File: src/rtl/taxi_axis_if.sv
// AXI-Stream bundle carrying tdata/tvalid/tready/tuser between a source and a sink.
interface taxi_axis_if #(
   parameter int unsigned DATA_W = 8,
   parameter int unsigned USER_W = 1
) ();
   logic [DATA_W-1:0] tdata;
   logic              tvalid;
   logic              tready;
   logic [USER_W-1:0] tuser;

   modport master (output tdata, output tvalid, output tuser, input tready);
   modport slave  (input tdata, input tvalid, input tuser, output tready);
endinterface

File: src/rtl/uart_rx_ovs.sv
// Oversampling UART receiver: 5-9 data bits, optional parity, 1/2 stop bits,
// break and idle-timeout detection, one-entry AXI-Stream output register.
// Optional build macro UART_RX_MAJORITY_EN: 2-of-3 majority vote around mid-bit.
module uart_rx_ovs #(
   parameter int unsigned OVERSAMPLE   = 16,
   parameter int unsigned MAX_DATA_W   = 9,
   parameter int unsigned TIMEOUT_BITS = 10
) (
   input  logic             clk,
   input  logic             rst,
   input  logic             en,
   input  logic             baud_clk,
   input  logic             rxd,
   taxi_axis_if.master      m_axis,
   input  logic [2:0]       data_bits,
   input  logic             stop_bits,
   input  logic             parity_en,
   input  logic             parity_type,
   output logic             busy,
   output logic             idle,
   output logic             overrun_error,
   output logic             frame_error,
   output logic             parity_error,
   output logic             break_det,
   output logic             rx_timeout
);
   localparam int unsigned TcW     = $clog2(OVERSAMPLE);
   localparam int unsigned ToLimit = TIMEOUT_BITS * OVERSAMPLE;
   localparam int unsigned ToW     = $clog2(ToLimit);
   localparam logic [TcW-1:0] Mid  = TcW'(OVERSAMPLE / 2 - 1);
`ifdef UART_RX_MAJORITY_EN
   localparam logic [TcW-1:0] MidM1 = TcW'(OVERSAMPLE / 2 - 2);
   localparam logic [TcW-1:0] Dec   = TcW'(OVERSAMPLE / 2);
`else
   localparam logic [TcW-1:0] Dec   = Mid;
`endif

   typedef enum logic [2:0] {StIdle, StStart, StData, StParity, StStop, StBreak} state_e;

   state_e                  state_q, state_d;
   logic [TcW-1:0]          tc_q, tc_d;
   logic [3:0]              bc_q, bc_d;
   logic                    sc_q, sc_d;
   logic [MAX_DATA_W-1:0]   data_q, data_d;
   logic                    par_q, par_d, zero_q, zero_d, ferr_q, ferr_d, perr_q, perr_d;
   logic [ToW-1:0]          to_q, to_d;
   logic                    armed_q, armed_d;
   logic                    tvalid_q, tvalid_d, tuser_q, tuser_d;
   logic [MAX_DATA_W-1:0]   tdata_q, tdata_d;
   logic                    ovr_q, ovr_d, ferr_p_q, ferr_p_d, perr_p_q, perr_p_d;
   logic                    brk_q, to_p_q;
   logic                    rxd_meta, rxs;
   logic                    bit_val, at_dec, complete, brk, to_pulse, ferr_fin;
   logic [3:0]              nbits, shamt;

   // Two-flop synchronizer; idles high out of reset.
   always_ff @(posedge clk or posedge rst) begin
      if (rst) begin
         rxd_meta <= 1'b1;
         rxs      <= 1'b1;
      end else begin
         rxd_meta <= rxd;
         rxs      <= rxd_meta;
      end
   end

`ifdef UART_RX_MAJORITY_EN
   logic [1:0] maj_q, maj_d;

   // Capture the two samples preceding the decision tick.
   always_comb begin
      maj_d = maj_q;
      if (baud_clk && tc_q == MidM1) maj_d[0] = rxs;
      if (baud_clk && tc_q == Mid)   maj_d[1] = rxs;
   end

   // Majority sample store.
   always_ff @(posedge clk or posedge rst) begin
      if (rst) maj_q <= 2'b11;
      else     maj_q <= maj_d;
   end

   assign bit_val = (maj_q[0] & maj_q[1]) | (maj_q[0] & rxs) | (maj_q[1] & rxs);
`else
   assign bit_val = rxs;
`endif

   assign at_dec   = baud_clk && (tc_q == Dec);
   assign ferr_fin = ferr_q | ~bit_val;
   assign shamt    = 4'(MAX_DATA_W) - nbits;

   // Decode the data-bit count; 9 bits only when the bus is wide enough.
   always_comb begin
      case (data_bits)
         3'd1:    nbits = 4'd7;
         3'd2:    nbits = 4'd6;
         3'd3:    nbits = 4'd5;
         3'd4:    nbits = (MAX_DATA_W >= 9) ? 4'd9 : 4'd8;
         default: nbits = 4'd8;
      endcase
   end

   // Frame FSM next state and receive datapath.
   always_comb begin
      state_d  = state_q;
      tc_d     = tc_q;
      bc_d     = bc_q;
      sc_d     = sc_q;
      data_d   = data_q;
      par_d    = par_q;
      zero_d   = zero_q;
      ferr_d   = ferr_q;
      perr_d   = perr_q;
      complete = 1'b0;
      brk      = 1'b0;
      if (baud_clk) tc_d = tc_q + 1'b1;
      if (!en) begin
         state_d = StIdle;
         tc_d    = '0;
      end else begin
         case (state_q)
            StIdle: begin
               if (baud_clk && !rxs) begin
                  state_d = StStart;
                  tc_d    = '0;
               end
            end
            StStart: begin
               if (at_dec) begin
                  if (bit_val) begin
                     state_d = StIdle;
                  end else begin
                     state_d = StData;
                     bc_d    = '0;
                     data_d  = '0;
                     par_d   = 1'b0;
                     zero_d  = 1'b1;
                     ferr_d  = 1'b0;
                     perr_d  = 1'b0;
                  end
               end
            end
            StData: begin
               if (at_dec) begin
                  data_d = {bit_val, data_q[MAX_DATA_W-1:1]};
                  par_d  = par_q ^ bit_val;
                  zero_d = zero_q & ~bit_val;
                  bc_d   = bc_q + 1'b1;
                  if (bc_q == nbits - 4'd1) begin
                     state_d = parity_en ? StParity : StStop;
                     sc_d    = 1'b0;
                  end
               end
            end
            StParity: begin
               if (at_dec) begin
                  if (bit_val != (par_q ^ parity_type)) perr_d = 1'b1;
                  zero_d  = zero_q & ~bit_val;
                  state_d = StStop;
                  sc_d    = 1'b0;
               end
            end
            StStop: begin
               if (at_dec) begin
                  if (!sc_q && zero_q && !bit_val) begin
                     brk     = 1'b1;
                     state_d = StBreak;
                  end else begin
                     ferr_d = ferr_fin;
                     if (sc_q == stop_bits) begin
                        complete = 1'b1;
                        state_d  = StIdle;
                     end else begin
                        sc_d = 1'b1;
                     end
                  end
               end
            end
            StBreak: begin
               if (baud_clk && rxs) state_d = StIdle;
            end
            default: state_d = StIdle;
         endcase
      end
   end

   // Idle timeout: armed by a completed frame, counts baud ticks while idle.
   always_comb begin
      to_d     = to_q;
      armed_d  = armed_q;
      to_pulse = 1'b0;
      if (!en) begin
         to_d    = '0;
         armed_d = 1'b0;
      end else if (complete) begin
         to_d    = '0;
         armed_d = 1'b1;
      end else if (state_q == StIdle && state_d != StIdle) begin
         to_d = '0;
      end else if (state_q == StIdle && armed_q && baud_clk) begin
         if (to_q == ToW'(ToLimit - 1)) begin
            to_pulse = 1'b1;
            armed_d  = 1'b0;
            to_d     = '0;
         end else begin
            to_d = to_q + 1'b1;
         end
      end
   end

   // Output register: load on free slot or same-cycle accept, else overrun.
   always_comb begin
      tvalid_d = tvalid_q;
      tdata_d  = tdata_q;
      tuser_d  = tuser_q;
      ovr_d    = 1'b0;
      ferr_p_d = 1'b0;
      perr_p_d = 1'b0;
      if (complete) begin
         ferr_p_d = ferr_fin;
         perr_p_d = perr_q;
         if (!tvalid_q || m_axis.tready) begin
            tvalid_d = 1'b1;
            tdata_d  = data_q >> shamt;
            tuser_d  = ferr_fin | perr_q;
         end else begin
            ovr_d = 1'b1;
         end
      end else if (tvalid_q && m_axis.tready) begin
         tvalid_d = 1'b0;
      end
   end

   // State registers.
   always_ff @(posedge clk or posedge rst) begin
      if (rst) begin
         state_q  <= StIdle;
         tc_q     <= '0;
         bc_q     <= '0;
         sc_q     <= 1'b0;
         data_q   <= '0;
         par_q    <= 1'b0;
         zero_q   <= 1'b0;
         ferr_q   <= 1'b0;
         perr_q   <= 1'b0;
         to_q     <= '0;
         armed_q  <= 1'b0;
         tvalid_q <= 1'b0;
         tdata_q  <= '0;
         tuser_q  <= 1'b0;
         ovr_q    <= 1'b0;
         ferr_p_q <= 1'b0;
         perr_p_q <= 1'b0;
         brk_q    <= 1'b0;
         to_p_q   <= 1'b0;
      end else begin
         state_q  <= state_d;
         tc_q     <= tc_d;
         bc_q     <= bc_d;
         sc_q     <= sc_d;
         data_q   <= data_d;
         par_q    <= par_d;
         zero_q   <= zero_d;
         ferr_q   <= ferr_d;
         perr_q   <= perr_d;
         to_q     <= to_d;
         armed_q  <= armed_d;
         tvalid_q <= tvalid_d;
         tdata_q  <= tdata_d;
         tuser_q  <= tuser_d;
         ovr_q    <= ovr_d;
         ferr_p_q <= ferr_p_d;
         perr_p_q <= perr_p_d;
         brk_q    <= brk;
         to_p_q   <= to_pulse;
      end
   end

   assign m_axis.tvalid = tvalid_q;
   assign m_axis.tdata  = tdata_q;
   assign m_axis.tuser  = {1'b0, tuser_q};
   assign busy          = (state_q != StIdle);
   assign idle          = (state_q == StIdle) && rxs;
   assign overrun_error = ovr_q;
   assign frame_error   = ferr_p_q;
   assign parity_error  = perr_p_q;
   assign break_det     = brk_q;
   assign rx_timeout    = to_p_q;
endmodule

File: src/flat_wrapper.sv
// flat-port wrapper written by rule: the top's interface ports become plain ports
module uart_rx_ovs_flat 
#(
   parameter int unsigned OVERSAMPLE   = 16,
   parameter int unsigned MAX_DATA_W   = 9,
   parameter int unsigned TIMEOUT_BITS = 10
)
  (clk, rst, en, baud_clk, rxd, data_bits, stop_bits, parity_en, parity_type, busy, idle, overrun_error, frame_error, parity_error, break_det, rx_timeout, m_axis_tdata, m_axis_tvalid, m_axis_tuser, m_axis_tready);
  taxi_axis_if #(.DATA_W(9), .USER_W(2)) m_axis_i ();
  input  logic clk;
  input  logic rst;
  input  logic en;
  input  logic baud_clk;
  input  logic rxd;
  input  logic [2:0] data_bits;
  input  logic stop_bits;
  input  logic parity_en;
  input  logic parity_type;
  output logic busy;
  output logic idle;
  output logic overrun_error;
  output logic frame_error;
  output logic parity_error;
  output logic break_det;
  output logic rx_timeout;
  output wire logic [$bits(m_axis_i.tdata)-1:0] m_axis_tdata;
  output wire logic [$bits(m_axis_i.tvalid)-1:0] m_axis_tvalid;
  output wire logic [$bits(m_axis_i.tuser)-1:0] m_axis_tuser;
  input wire logic [$bits(m_axis_i.tready)-1:0] m_axis_tready;
  assign m_axis_tdata = m_axis_i.tdata;
  assign m_axis_tvalid = m_axis_i.tvalid;
  assign m_axis_tuser = m_axis_i.tuser;
  assign m_axis_i.tready = m_axis_tready;
  uart_rx_ovs #(.OVERSAMPLE(OVERSAMPLE), .MAX_DATA_W(MAX_DATA_W), .TIMEOUT_BITS(TIMEOUT_BITS)) u_core (.clk(clk), .rst(rst), .en(en), .baud_clk(baud_clk), .rxd(rxd), .m_axis(m_axis_i), .data_bits(data_bits), .stop_bits(stop_bits), .parity_en(parity_en), .parity_type(parity_type), .busy(busy), .idle(idle), .overrun_error(overrun_error), .frame_error(frame_error), .parity_error(parity_error), .break_det(break_det), .rx_timeout(rx_timeout));
endmodule
File: config.mk
export PLATFORM = sky130hd
export DESIGN_NAME = uart_rx_ovs_flat
export DESIGN_NICKNAME = d
export VERILOG_FILES = /design/src/rtl/taxi_axis_if.sv /design/src/rtl/uart_rx_ovs.sv /design/src/flat_wrapper.sv
export SDC_FILE = /design/constraint.sdc
export NUM_CORES = 1
export LEC_CHECK = 0
export CAP_MARGIN = 20
export CORE_UTILIZATION = 57
export DETAILED_ROUTE_END_ITERATION = 10
export PLACE_DENSITY_LB_ADDON = 0.3
export SLEW_MARGIN = 20
export SYNTH_ARGS = -nofsm -noshare
export SYNTH_HDL_FRONTEND = slang
export SYNTH_SLANG_ARGS = --single-unit
File: constraint.sdc
create_clock -name clk -period 2.35 [get_ports clk]
set_clock_uncertainty 0.05 [all_clocks]
set_input_delay 0.47 -clock clk [delete_from_list [all_inputs] [get_ports clk]]
set_output_delay 0.47 -clock clk [all_outputs]
set_load 0.02 [all_outputs]
==> results.ini, run 1 <==
[drt]
drcViolationCount=0
wl_per_cell_um=14.96
drtPass1Iterations=4
drtIter0Drc=174
vias_per_cell=5.913
drt_wl_total_um=7183
dr_total_vias=2838
ant_nets=0

[power]
clkPwrFrac_pct=31.4
switching_share_pct=25.48
cell_internal_pwr_w=0.001256
power_frac_seq_pct=53.9
vdd_drop_max_mv=0.4180
comb_power_share_pct=14.7
leakagePower_nw=1.623
p_sw_w=0.0004297
power_density_nw_per_um2=443.9

[worst_setup_path]
slowest_stage=clkdlybuf4s50_1
path_cells=nor3_2 > and2_1 > clkdlybuf4s50_1
worstPathMaxFanout=7
critPathCaptureType=output port
crit_arrival_ps=1740
critPathKind=flop to output port
required_ps=1830
worst_path_largest_cell_delay_ps=590
start_kind=flop

[clock_network]
clk_path_buf_depth=2
ctsHoldBuffers=0
post_cts_buffers=0
cts_buffers=5
clkLatencyLatePin_ps=310
ctsResizeCount=0
root_buffer=clkbuf_8
clk_pin_slew_worst_paths_ps=90
cts_htree_levels=2
cts_tree=done
clkSinkCount=52

[floorplanning]
ios=31
die-area_sq_um=5939
die_height_um=77.07
rows=26
die_w_um=77.07
start_util_pct=60.94
coreArea_sq_um=5270

[placed_design]
place_inst=472
dpl_cell_area_sq_um=3696
io_buffers=29
hpwl_um=5431
gp_congestion=0.9228

[yosys]
synth_warnings=0
yosysSeqAreaShare_pct=40.59
yosys_register_bits=52
synth.distinct_cells=69
netlist_instances=366
syn_avg_cell_area_sq_um=8.775
synthFlopType=dfrtp_1
synth_area_sq_um=3212
async_flop_share_pct=100.0
synth.net_count=382
synth_edf_count=0

[cells_and_area]
design_area_sq_um=3799
syn2layout_area_growth_pct=18.27
nFillCells=431
fin_cells=480
layout_common_cells=nand2_1, dfrtp_1, buf_4, clkdlybuf4s50_1, nor2_1
layout_commonest_cell=nand2_1
final_nets=425
antenna_cells=0
drive_gt1_share_pct=15.12

[timing]
hold_ws_ps=314.5
worstMarginPinSlew_ps=544.6
finalSetupTns_ps=0
fmax_mhz=443.0
slew_viol_final=0
slew_headroom_pct=63.56
fin_crit_sh_pct=96.06
rsz0062_at_grt=no
min_period_ps=2258
setup_violations=0
hold_viol=0

[run]
cap_violations=0

[global_routing]
grtUsageTotal_pct=26.10
grt_overflow=0
grt_max_degree=37
grt_pass1_wl_um=12410
antenna_found_initial=0
grt_pass1_vias=2732

[outcome]
status=complete, no violations

[min_path]
min_path_type=flop to flop

-- power by group through the flow --
stage	clock [W]	combinational [W]	sequential, W
after detailed placement	0	0.000246	0.000925
after global routing	0.000582	0.000273	0.000909
final	0.000530	0.000248	0.000908
after floorplan	0	0.000162	0.000921
after CTS	0.000542	0.000247	0.000908
after global placement	0	0.000242	0.000926
-- metal layers --
metal / routed length (um) / GRT usage [%] / vias up / share of wire, %
li1: - / - / 1394 / -
met1: 3138 / 31.96 / 1370 / 44
met2: 3644 / 47.05 / 60 / 51
met3: 235 / 3.690 / 14 / 3.3
met4: 165 / 8.491 / 0 / 2.3
met5: 0 / 0 / - / 0
-- path summary, 6_finish.rpt --
kind | from | end | slack, ps | cells past startpoint
setup / recovery | u_core.state_q[1] | idle | 90 | 3
hold / removal | u_core.rxd_meta | u_core.bit_val | 310 | 0
setup reg to reg | u_core.state_q[1] | u_core.bc_q[3] | 380 | 6
hold reg to reg | u_core.rxd_meta | u_core.bit_val | 310 | 0
max in group asynchronous | rst | u_core.rxd_meta | 1230 | 3
min in group asynchronous | rst | u_core.to_q[7] | 410 | 2
-- stage by stage --
| stage | worst slack, ps | util, % | power, W |
|---|---|---|---|
| detailed placement | -169.7 | 70.13 | 0.001171 |
| global placement | -96.15 | 70.13 | 0.001167 |
| floorplan | 83.94 | - | 0.001083 |
| CTS | 87.90 | 71.91 | 0.001697 |
| finish | 92.48 | 72.08 | 0.001686 |
| global route | 17.30 | 72.08 | 0.001764 |
-- area by class of cell --
type	count	area, sq um	share of cell area [%]
Timing Repair Buffer	62	563.0	14.82
Clock inverter	1	7.507	0.1976
Sequential cell	52	1304	34.32
Inverter	10	37.54	0.9881
Clock buffer	7	86.33	2.273
Multi-Input combinational cell	278	1713	45.09
Tap cell	70	87.58	2.306
-- kinds of logic after synthesis --
group	count (synthesis)	synth area share, %
adders and majority gates	4	1.558
xor gates and xnor gates	11	3.000
other	1	0.1168
buffers and inverters	36	6.350
and+or+nand+nor	159	25.44
muxes	8	2.571
AOI/OAI and AO/OA	95	20.37
DFF	52	40.59
-- cells in the mapped netlist, types with 3 or more instances --
library cell	number	share of area, %
a21oi_1	21	3.3
o21ai_0	21	3.3
nor3_1	10	1.6
inv_1	10	1.2
mux2i_1	6	1.9
nor2b_1	9	1.8
dfrtp_1	50	39
buf_4	6	1.4
clkbuf_1	4	0.47
nor2_1	28	3.3
o2111ai_1	3	0.82
o21bai_1	4	0.93
buf_2	10	1.6
nand2b_1	5	0.97
or3_1	3	0.58
and3_1	5	0.97
nand2_1	55	6.4
a31oi_1	4	0.78
nand4_1	6	1.2
ha_1	4	1.6
o31ai_1	7	1.6
o21ai_1	4	0.62
xnor2_1	4	1.1
nand3_1	10	1.6
nor3b_1	8	1.9
buf_6	3	1.1
xor2_1	7	1.9
-- critical path: cells and delay by family, from the launching register on --
family,cells,cell delay (ps)
flops,1,480
simple gates,2,360
buf+inv,1,590
-- registers in the layout, indices dropped and copies added, names as in the netlist, 3 cells and up --
name                 flops
u_core.tc_q              4
u_core.data_q            9
u_core.bc_q              4
u_core.state_q           3
u_core.m_axis.tdata      9
u_core.to_q              8
Note: power is estimated with default switching activity, not from simulation.
==> run 2: changes to the inputs <==
CORE_UTILIZATION = 62   (was 57)
clock period = 2.7 ns   (was 2.35 ns; I/O delays follow)
==> run 2 against run 1 <==
Effect of this change:
- wire length shrank 1.6%
- global-route usage grew 2.2 points
- clock power shrank 15%
- register-to-register slack gained 200 ps
- flip-flop and latch count is the same
- combinational power shrank 20%
- final cell count shrank 4.2%
- sequential share of layout area grew 1.3 points
- setup slack lost 2.9 ps
- count of clock-buffer cells in the layout is the same
- first-iteration DRC count grew 36%
- power shrank 15%
- critical path type unchanged
- largest cell class unchanged
- highest routed layer unchanged
==> results.ini, run 2 (synthesized netlist as in run 1, its figures left out) <==
[min_path]
worstHoldPathCells=0  ; unchanged
hp-start=u_core.rxd_meta
min_path_type=flop to flop
min_to=u_core.bit_val

[clock_network]
clk_path_buf_depth=2  ; unchanged
root_buffer=clkbuf_8
cts_buffers=5  ; unchanged
cts_htree_levels=2  ; unchanged
post_cts_buffers=0  ; unchanged
clkSinkCount=52  ; unchanged
ctsResizeCount=0  ; unchanged
clk_pin_slew_worst_paths_ps=90  ; about the same
cts_tree=done
ctsHoldBuffers=0  ; unchanged
clkLatencyLatePin_ps=300  ; about the same

[drt]
drcViolationCount=0  ; unchanged
ant_nets=0  ; unchanged
drt_wl_total_um=7066  ; -1.6%
dr_total_vias=2807  ; -1.1%
drtPass1Iterations=4  ; unchanged
drtIter0Drc=236  ; +36%
vias_per_cell=6.102  ; +3.2%
wl_per_cell_um=15.36  ; +2.6%

[floorplanning]
coreArea_sq_um=4848  ; -8.0%
die_height_um=73.98  ; -4.0%
start_util_pct=66.25  ; +5.3 points
die-area_sq_um=5472  ; -7.9%
die_w_um=73.98  ; -4.0%
ios=31  ; unchanged
rows=25  ; -3.8%

[power]
power_density_nw_per_um2=393.9  ; -11%
switching_share_pct=25.11  ; -0.38 points
clkPwrFrac_pct=31.4  ; about the same
leakagePower_nw=1.541  ; -5.1%
comb_power_share_pct=13.8  ; -0.9 points
cell_internal_pwr_w=0.001079  ; -14%
p_sw_w=0.0003618  ; -16%
vdd_drop_max_mv=0.3116  ; -25%
power_frac_seq_pct=54.8  ; +0.9 points

[cells_and_area]
layout_common_cells=nand2_1, dfrtp_1, clkdlybuf4s50_1, nor2_1
fin_cells=460  ; -4.2%
antenna_cells=0  ; unchanged
nFillCells=345  ; -20%
layout_commonest_cell=nand2_1
syn2layout_area_growth_pct=13.91
utilization_pct=75.46  ; +3.4 points
drive_gt1_share_pct=10.94  ; -4.2 points
final_nets=408  ; -4.0%

[timing]
hold_ws_ps=311.9  ; -2.582 ps
slew_viol_final=0  ; unchanged
worstMarginPinSlew_ps=651.9  ; +107.3 ps
hold_viol=0  ; unchanged
setup_violations=0  ; unchanged
fin_crit_sh_pct=96.68
finalSetupTns_ps=0  ; unchanged
min_period_ps=2610
rsz0062_at_grt=no
post-route-worst-setup-slack_ps=89.62  ; -2.856 ps
fmax_mhz=383.1
slew_headroom_pct=56.54  ; -7.0 points

[worst_setup_path]
regToRegSetupSlack_ps=580  ; +200 ps
reg2reg_depth=4  ; -2
required_ps=2110  ; +280 ps
start_kind=flop
crit_arrival_ps=2020  ; +280 ps
critPathKind=flop to output port
worstPathMaxFanout=11  ; +4
rr_startpoint=u_core.state_q[0]
timing.rr.end=u_core.m_axis.tdata[8]
critPathCaptureType=output port

[placed_design]
pre_cts_slack_ps=82.03  ; +251.7 ps
io_buffers=29  ; unchanged
place_inst=452  ; -4.2%
gp_congestion=0.9729  ; +5.4%
hpwl_um=5012  ; -7.7%

[global_routing]
grt_overflow=0  ; unchanged
grt_pass1_vias=2616  ; -4.2%
antenna_found_initial=0  ; unchanged
grt_pass1_wl_um=12010  ; -3.2%
grt_max_degree=53  ; +43%
grtUsageTotal_pct=28.29  ; +2.2 points

[run]
cap_violations=0  ; unchanged

[outcome]
status=complete, no violations

-- run 2: cell count changes in the layout (fill, tap and decap cells not counted), sizes merged --
cell	previous run	this run
buf	33	16
-- run 2: stage by stage --
step	area (sq um)	power (W)
final	3659	0.001441
after CTS	3659	0.001455
after detailed placement	3565	0.001001
after floorplan	3212	0.0009425
after global routing	3659	0.001499
after global placement	3565	0.0009982
-- run 2: critical path, stage by stage, from the launching register on --
cell             delay [ps]
dfrtp_1                 530
nor3_2                  390
and2_1                  170
clkdlybuf4s50_1         620
-- run 2: routing by layer --
layer | part of all wire (%) | wire length [um] | vias to the layer above | track usage (%)
li1 | - | - | 1361 | -
met1 | 45 | 3212 | 1346 | 39.21
met2 | 48 | 3410 | 88 | 46.57
met3 | 5.0 | 356 | 12 | 4.336
met4 | 1.2 | 86 | 0 | 7.479
met5 | 0 | 0 | - | 0
-- run 2: area by class of cell --
class	count	area, sq um	area share (%)
clock buffers	7	86.33	2.360
repair buffers	45	435.4	11.90
flip-flops and latches	52	1304	35.64
clock inverters	1	7.507	0.2052
multi-input cells	278	1704	46.58
well taps	67	83.83	2.291
inverters	10	37.54	1.026
-- run 2: power groups by stage --
stage / Sequential [W] / Combinational (W) / Clock [W]
detailed placement: 0.000805 / 0.000196 / 0
global route: 0.000791 / 0.000219 / 0.000489
finish: 0.000790 / 0.000199 / 0.000452
floorplan: 0.000802 / 0.000141 / 0
global placement: 0.000805 / 0.000193 / 0
CTS: 0.000790 / 0.000197 / 0.000468
-- run 2: worst max path at each step --
| stage | from | endpoint | slack (ps) | cells after the start |
|---|---|---|---|---|
| 2_1_floorplan | data_bits[1] | u_core.m_axis.tdata[2] | 360 | 10 |
| 3_3_place_gp | data_bits[0] | u_core.m_axis.tdata[2] | 150 | 8 |
| 3_5_place_dp | data_bits[0] | u_core.m_axis.tdata[1] | 80 | 8 |
| 4_1_cts | u_core.state_q[0] | idle | 100 | 3 |
| 5_1_grt | u_core.state_q[0] | idle | 10 | 3 |
| 6_report | u_core.state_q[0] | idle | 90 | 3 |
